==> src/rtl/mips_pkg.sv <==
// Shared MIPS core definitions: HI/LO unit op encoding, its FSM states, and small helpers.
// Core decode uses the same op encoding when it issues multiply/divide.
package mips_pkg;

  localparam int XLEN = 32;

  typedef enum logic [1:0] {
    OP_MULT  = 2'b00,
    OP_MULTU = 2'b01,
    OP_DIV   = 2'b10,
    OP_DIVU  = 2'b11
  } md_op_e;

  typedef enum logic [1:0] {
    MD_IDLE = 2'd0,
    MD_RUN  = 2'd1,
    MD_FIX  = 2'd2
  } md_state_e;

  function automatic logic op_is_div(input md_op_e o);
    return (o == OP_DIV) || (o == OP_DIVU);
  endfunction

  function automatic logic op_is_signed(input md_op_e o);
    return (o == OP_MULT) || (o == OP_DIV);
  endfunction

  // Two's-complement magnitude for signed ops; raw value for unsigned ones.
  function automatic logic [XLEN-1:0] mag(input logic [XLEN-1:0] v, input logic sgn);
    return (sgn && v[XLEN-1]) ? -v : v;
  endfunction

endpackage

==> src/rtl/muldiv_step.sv <==
// One radix-2 iteration on the {hi,lo} accumulator: shift-add for multiply,
// restoring shift-subtract (one quotient bit into lo[0]) for divide.
module muldiv_step #(
  parameter int W = 32
) (
  input  logic           is_div,
  input  logic [2*W-1:0] acc_i,
  input  logic [W-1:0]   opnd_i,
  output logic [2*W-1:0] acc_o
);

  logic [W-1:0] a_hi;
  logic [W-1:0] a_lo;
  logic [W:0]   sum;
  logic [W:0]   shifted;
  logic [W-1:0] rem;
  logic         ge;

  assign a_hi = acc_i[2*W-1:W];
  assign a_lo = acc_i[W-1:0];

  always_comb begin
    sum     = {1'b0, a_hi} + (a_lo[0] ? {1'b0, opnd_i} : '0);
    shifted = {a_hi, a_lo[W-1]};
    ge      = (shifted >= {1'b0, opnd_i});
    // Partial remainder stays below the divisor, so the difference fits in W bits.
    rem     = shifted[W-1:0] - opnd_i;
    if (is_div) begin
      acc_o = ge ? {rem, a_lo[W-2:0], 1'b1} : {shifted[W-1:0], a_lo[W-2:0], 1'b0};
    end else begin
      acc_o = {sum, a_lo[W-1:1]};
    end
  end

endmodule

==> src/rtl/muldiv_seq.sv <==
// Sequential MIPS HI/LO multiply/divide unit: 32 radix-2 steps, then a sign-fix cycle.
// Owns the FSM, iteration counter and HI/LO; busy/stall feed the pipeline hazard logic.
module muldiv_seq
  import mips_pkg::*;
#(
  parameter int DATA_W = 32
) (
  input  logic              clk,
  input  logic              nrst,
  input  logic              start,
  input  logic [1:0]        op,
  input  logic [DATA_W-1:0] rs_val,
  input  logic [DATA_W-1:0] rt_val,
  input  logic              hilo_rd,
  output logic              busy,
  output logic              stall,
  output logic              done,
  output logic [DATA_W-1:0] hi,
  output logic [DATA_W-1:0] lo
);

  localparam logic [5:0] STEPS = 6'(DATA_W);

  md_state_e           state_q, state_d;
  logic [5:0]          cnt_q, cnt_d;
  logic                div_q, div_d;
  logic                neg_lo_q, neg_lo_d;
  logic                neg_hi_q, neg_hi_d;
  logic                done_q, done_d;
  logic [2*DATA_W-1:0] acc_q, acc_d;
  logic [DATA_W-1:0]   opnd_q, opnd_d;
  logic [DATA_W-1:0]   hi_q, hi_d;
  logic [DATA_W-1:0]   lo_q, lo_d;

  md_op_e              op_e;
  logic                op_signed;
  logic                op_div;
  logic [DATA_W-1:0]   rs_mag;
  logic [DATA_W-1:0]   rt_mag;
  logic [2*DATA_W-1:0] step_acc;
  logic [2*DATA_W-1:0] prod_fix;

  assign op_e      = md_op_e'(op);
  assign op_signed = op_is_signed(op_e);
  assign op_div    = op_is_div(op_e);
  assign rs_mag    = mag(rs_val, op_signed);
  assign rt_mag    = mag(rt_val, op_signed);
  assign prod_fix  = neg_lo_q ? -acc_q : acc_q;

  muldiv_step #(.W(DATA_W)) u_step (
    .is_div (div_q),
    .acc_i  (acc_q),
    .opnd_i (opnd_q),
    .acc_o  (step_acc)
  );

  always_comb begin
    state_d  = state_q;
    cnt_d    = cnt_q;
    div_d    = div_q;
    neg_lo_d = neg_lo_q;
    neg_hi_d = neg_hi_q;
    acc_d    = acc_q;
    opnd_d   = opnd_q;
    hi_d     = hi_q;
    lo_d     = lo_q;
    done_d   = 1'b0;
    case (state_q)
      MD_IDLE: begin
        if (start) begin
          div_d = op_div;
          cnt_d = '0;
          if (op_div && (rt_val == '0)) begin
            // Divide by zero skips iteration; FIX copies the accumulator out unchanged.
            acc_d    = {rs_val, {DATA_W{1'b1}}};
            neg_lo_d = 1'b0;
            neg_hi_d = 1'b0;
            state_d  = MD_FIX;
          end else begin
            acc_d    = op_div ? {{DATA_W{1'b0}}, rs_mag} : {{DATA_W{1'b0}}, rt_mag};
            opnd_d   = op_div ? rt_mag : rs_mag;
            neg_lo_d = op_signed & (rs_val[DATA_W-1] ^ rt_val[DATA_W-1]);
            neg_hi_d = op_signed & op_div & rs_val[DATA_W-1];
            state_d  = MD_RUN;
          end
        end
      end
      MD_RUN: begin
        // The edge after the last step only hands over to FIX.
        if (cnt_q == STEPS) begin
          state_d = MD_FIX;
        end else begin
          acc_d = step_acc;
          cnt_d = cnt_q + 6'd1;
        end
      end
      MD_FIX: begin
        if (div_q) begin
          lo_d = neg_lo_q ? -acc_q[DATA_W-1:0] : acc_q[DATA_W-1:0];
          hi_d = neg_hi_q ? -acc_q[2*DATA_W-1:DATA_W] : acc_q[2*DATA_W-1:DATA_W];
        end else begin
          lo_d = prod_fix[DATA_W-1:0];
          hi_d = prod_fix[2*DATA_W-1:DATA_W];
        end
        done_d  = 1'b1;
        state_d = MD_IDLE;
      end
      default: state_d = MD_IDLE;
    endcase
  end

  always_ff @(posedge clk) begin
    if (!nrst) begin
      state_q  <= MD_IDLE;
      cnt_q    <= '0;
      div_q    <= 1'b0;
      neg_lo_q <= 1'b0;
      neg_hi_q <= 1'b0;
      acc_q    <= '0;
      opnd_q   <= '0;
      hi_q     <= '0;
      lo_q     <= '0;
      done_q   <= 1'b0;
    end else begin
      state_q  <= state_d;
      cnt_q    <= cnt_d;
      div_q    <= div_d;
      neg_lo_q <= neg_lo_d;
      neg_hi_q <= neg_hi_d;
      acc_q    <= acc_d;
      opnd_q   <= opnd_d;
      hi_q     <= hi_d;
      lo_q     <= lo_d;
      done_q   <= done_d;
    end
  end

  assign busy  = (state_q != MD_IDLE);
  assign stall = (hilo_rd & busy) | (start & busy);
  assign done  = done_q;
  assign hi    = hi_q;
  assign lo    = lo_q;

endmodule

==> config.mk <==
export PLATFORM = sky130hd
export DESIGN_NAME = muldiv_seq
export DESIGN_NICKNAME = d
export VERILOG_FILES = /design/src/rtl/mips_pkg.sv /design/src/rtl/muldiv_step.sv /design/src/rtl/muldiv_seq.sv
export SDC_FILE = /design/constraint.sdc
export NUM_CORES = 1
export LEC_CHECK = 0
export ABC_AREA = 1
export ABC_CLOCK_PERIOD_IN_PS = 2050
export BUFFER_PORTS_ARGS = -buffer_cell sky130_fd_sc_hd__buf_4
export CORE_UTILIZATION = 50
export CTS_CLUSTER_DIAMETER = 150
export DETAILED_ROUTE_END_ITERATION = 10
export GPL_TIMING_DRIVEN = 0
export PLACE_DENSITY_LB_ADDON = 0.12
export SKIP_LAST_GASP = 1
export SLEW_MARGIN = 10
export SYNTH_ARGS = -nofsm -noshare
export SYNTH_HDL_FRONTEND = slang
export SYNTH_SLANG_ARGS = --single-unit
==> constraint.sdc <==
create_clock -name clk -period 2.05 [get_ports clk]
set_input_delay 0.41 -clock clk [delete_from_list [all_inputs] [get_ports clk]]
set_output_delay 0.41 -clock clk [all_outputs]
set_load 0.1 [all_outputs]
==> reports/metrics.csv <==
stage;metric;value;unit
synthesis;Syn Inst Count;3083;
synthesis;Mean Syn Cell Area;5.70;µm²
cts;CTS clk-pin slew, worst paths;0.08;ns
synthesis;asr flop ratio synth;0;%
setup_path;critical path's most frequent cell;nand2_1;
timing;final hold slack;0.269;ns
timing;Max Clk Rate;372;MHz
status;failing checks;negative setup slack;
worst_hold_path;hold worst-path end;acc_q[46];
finish;filler cell count in the final layout;2954;
floorplanning;Die Ht;190;µm
finish;n_diodes;0;
pwr;Tot Pwr;18.0;mW
worst_hold_path;worst min-delay path class;in -> reg;
routing;DR pass1 iterations;8;
setup_path;CP endpoint kind;flip-flop;
setup_path;FF-to-FF End;acc_q[56];
cts;Root Buffer Master;clkbuf_16;
routing;vias;24100;
routing;DR iter-0 viols;3525;
cts;Skew-Pair Late Insertion Delay;0.47;ns
routing;DRC;0;
floorplanning;io pins;137;
setup_path;Critical Path Stages;16;
finish;Core Util, Final;70.4;%
timing;Max Slew Vio Count;0;
global_route;vias in the first global route;21900;
timing;minimum clock period;2.69;ns
global_route;GRT Overall Usage;50.0;%
placement;Inst Count DP;3674;
cts;CTS buffer count;17;
setup_path;worst path bufs/invs;3;
routing;routed length per instance;24.2;µm
worst_hold_path;Hold Startpoint;rs_val[14];
setup_path;reg-to-reg slack, setup;-0.64;ns
finish;Register Area;3640;µm²
global_route;grt ovf;0;
cts;CTS H-tree lvls;4;
setup_path;Crit path required time;2.43;ns
setup_path;critical path's slowest cell;dfxtp_4;
cts;CTS tree;done;
placement;I/O Buffers;136;
synthesis;dominant synthesized flop cell;dfxtp_1;
synthesis;register area share after synthesis;19.6;%
setup_path;Max Fanout on Critical Path;5;
synthesis;Synth cell types;57;
placement;Place WS;-0.998;ns
placement;Placer Congestion;1.15;
floorplanning;Cell Rows;68;
pwr;VDD IR max;0.723;mV
finish;Post-Layout Inst Area;24300;µm²
synthesis;Syn Nets;3225;
cts;CTS Sinks;172;
finish;area grow syn2layout;38.2;%
setup_path;startpoint types;flip-flop;
timing;worst slew pin tran;1.07;ns
setup_path;Max stage delay on crit path;0.38;ns
routing;vias per cell;6.22;
timing;Hold Vio Cnt, Final;0;
finish;layout cells sized above 1;29.7;%
synthesis;post-synthesis sequential element count;172;
setup_path;r2r worst-path depth;16;
finish;nets@finish;3552;
status;status;finished with violations;
setup_path;crit path DAT;3.07;ns
timing;post-route setup TNS;-21.73;ns
cts;cts hold-fix bufs;0;
pwr;power per cell area;741;nW/µm²
timing;Final setup viols;79;
timing;unrepaired setup endpoints after global routing;yes;
setup_path;reg-to-reg startpoint;opnd_q[20];
floorplanning;initial core utilization;50.9;%
worst_hold_path;hold path cells;3;
global_route;antenna violations before repair;2;
placement;detailed placement HPWL;69000;µm
setup_path;delay-heaviest family, CP;simple AND/OR/NAND/NOR gates;
synthesis;Post-synth EDFFs;0;
placement;placed cell areas;19300;µm²
synthesis;Post-Syn Area;17600;µm²
routing;DRT Wirelength;93800;µm
timing;Slew HR;29.0;%
finish;multi-input logic area;14600;µm²
floorplanning;Total Die Area;35900;µm²
routing;Post-DRT Antenna Nets;0;
timing;final worst-path setup slack;-0.636;ns
job;Max-Cap Viols;0;
timing;final period utilization;131;%
synthesis;synth warn;0;
finish;Cell Count, Final, Fillers Out;3878;
global_route;largest net degree at the start of global routing;19;
setup_path;worst path cell trace;inv_4 > ha_4 > nand2_1 > nand2_1 > inv_1 > nand2_1 > nand2_2 > nand2_4 > nand2_2 > nand2_2 > a21oi_4 > nand2_4 > buf_8 > o211ai_1 > nand2_1 > a21oi_2;
timing;Clock Skew;0.0211;ns
cts;CTS Buffer Depth;2;
setup_path;kind of critical path;reg -> reg;
floorplanning;die width;190;µm
global_route;first-pass GRT wire length;133000;µm
floorplanning;Core Region;34500;µm²
pwr;Leakage;11.4;nW
[worst max-delay path by stage]
stage / to / slack (ns) / from
floorplan: acc_q[61] / -0.007 / acc_q[0]
global placement: acc_q[61] / -0.92 / acc_q[56]
detailed placement: acc_q[61] / -1.0 / acc_q[56]
CTS: acc_q[56] / -0.33 / opnd_q[18]
global route: acc_q[61] / -0.58 / opnd_q[20]
finish: acc_q[56] / -0.64 / opnd_q[20]
[flip-flops by register name, indices dropped and copies added, names as in the netlist, 2 cells and up]
signal   count
lo          32
hi          32
acc_q       64
opnd_q      32
state_q      2
cnt_q        6
[synthesized netlist by cell type, drive strengths merged, types with 16 or more instances]
cell type | count | area (µm²)
ha | 70 | 876
clkbuf | 87 | 327
a31oi | 19 | 119
dfxtp | 172 | 3440
nand3 | 216 | 1120
o211ai | 28 | 210
nand4 | 31 | 221
buf | 34 | 243
inv | 432 | 1620
nor3 | 28 | 150
a21oi | 286 | 1520
o221ai | 16 | 140
nand2 | 801 | 3030
xor2 | 114 | 998
nor2 | 393 | 1560
o21ai | 280 | 1410
[cells in the final DEF, fill, tap and decap left out, types with 49 or more instances in the layout]
master	instances
nand2_2	92
a21oi_2	57
o21ai_0	222
nand2_1	672
xor2_1	97
nand3_1	153
inv_1	374
nand3_2	51
a21oi_1	214
clkbuf_1	55
dfxtp_4	49
buf_4	291
dfxtp_1	110
nor2_1	306
ha_4	58
[cells by family after synthesis]
group                    share of synthesized area (%)
adder cells (fa/ha/maj)                           5.21
flip-flops                                        19.6
buffers and inverters                             12.5
XOR/XNOR                                          5.98
AND/OR/NAND/NOR                                   35.9
AO/OA/AOI/OAI                                     20.8
[final cells by class]
cell class                 instances  share of cell area (%)
clock buffer                      18                    1.77
clock inverter                    14                   0.695
multi-input combinational       2355                    60.3
sequential                       172                    15.0
inverter                         436                    6.99
tap                              455                    2.34
timing repair buffer             308                    10.0
buffer                           120                    2.91
[report_power, final]
part	total, mW	internal [mW]	leakage (nW)	switching, mW
logic	10.4	3.54	9.65	6.85
clock network	3.43	1.75	0.290	1.69
registers	4.19	3.66	1.45	0.533
[worst min-delay path: stages]
cell	delay [ns]
buf_4	0.12
a21oi_2	0.07
a21oi_2	0.10
[repair_timing]
| action | 4_1_cts | 5_1_grt |
|---|---|---|
| endpoints found under the setup margin | 135 | 141 |
| gates resized for setup | 533 | 303 |
| gates cloned | 3 | 1 |
| pin swaps | 104 | 111 |
| setup buffers | 123 | 49 |
[metal layers]
layer / track usage (%) / vias to the layer above / part of all wire (%) / routed length, µm
met5: 0 / - / 0.014 / 13
met4: 32.7 / 2 / 8.5 / 7930
met3: 16.5 / 579 / 15 / 13900
met2: 74.3 / 2022 / 41 / 38300
met1: 61.5 / 10900 / 36 / 33700
li1: - / 10600 / - / -
Note: power is estimated with default switching activity, not from simulation.
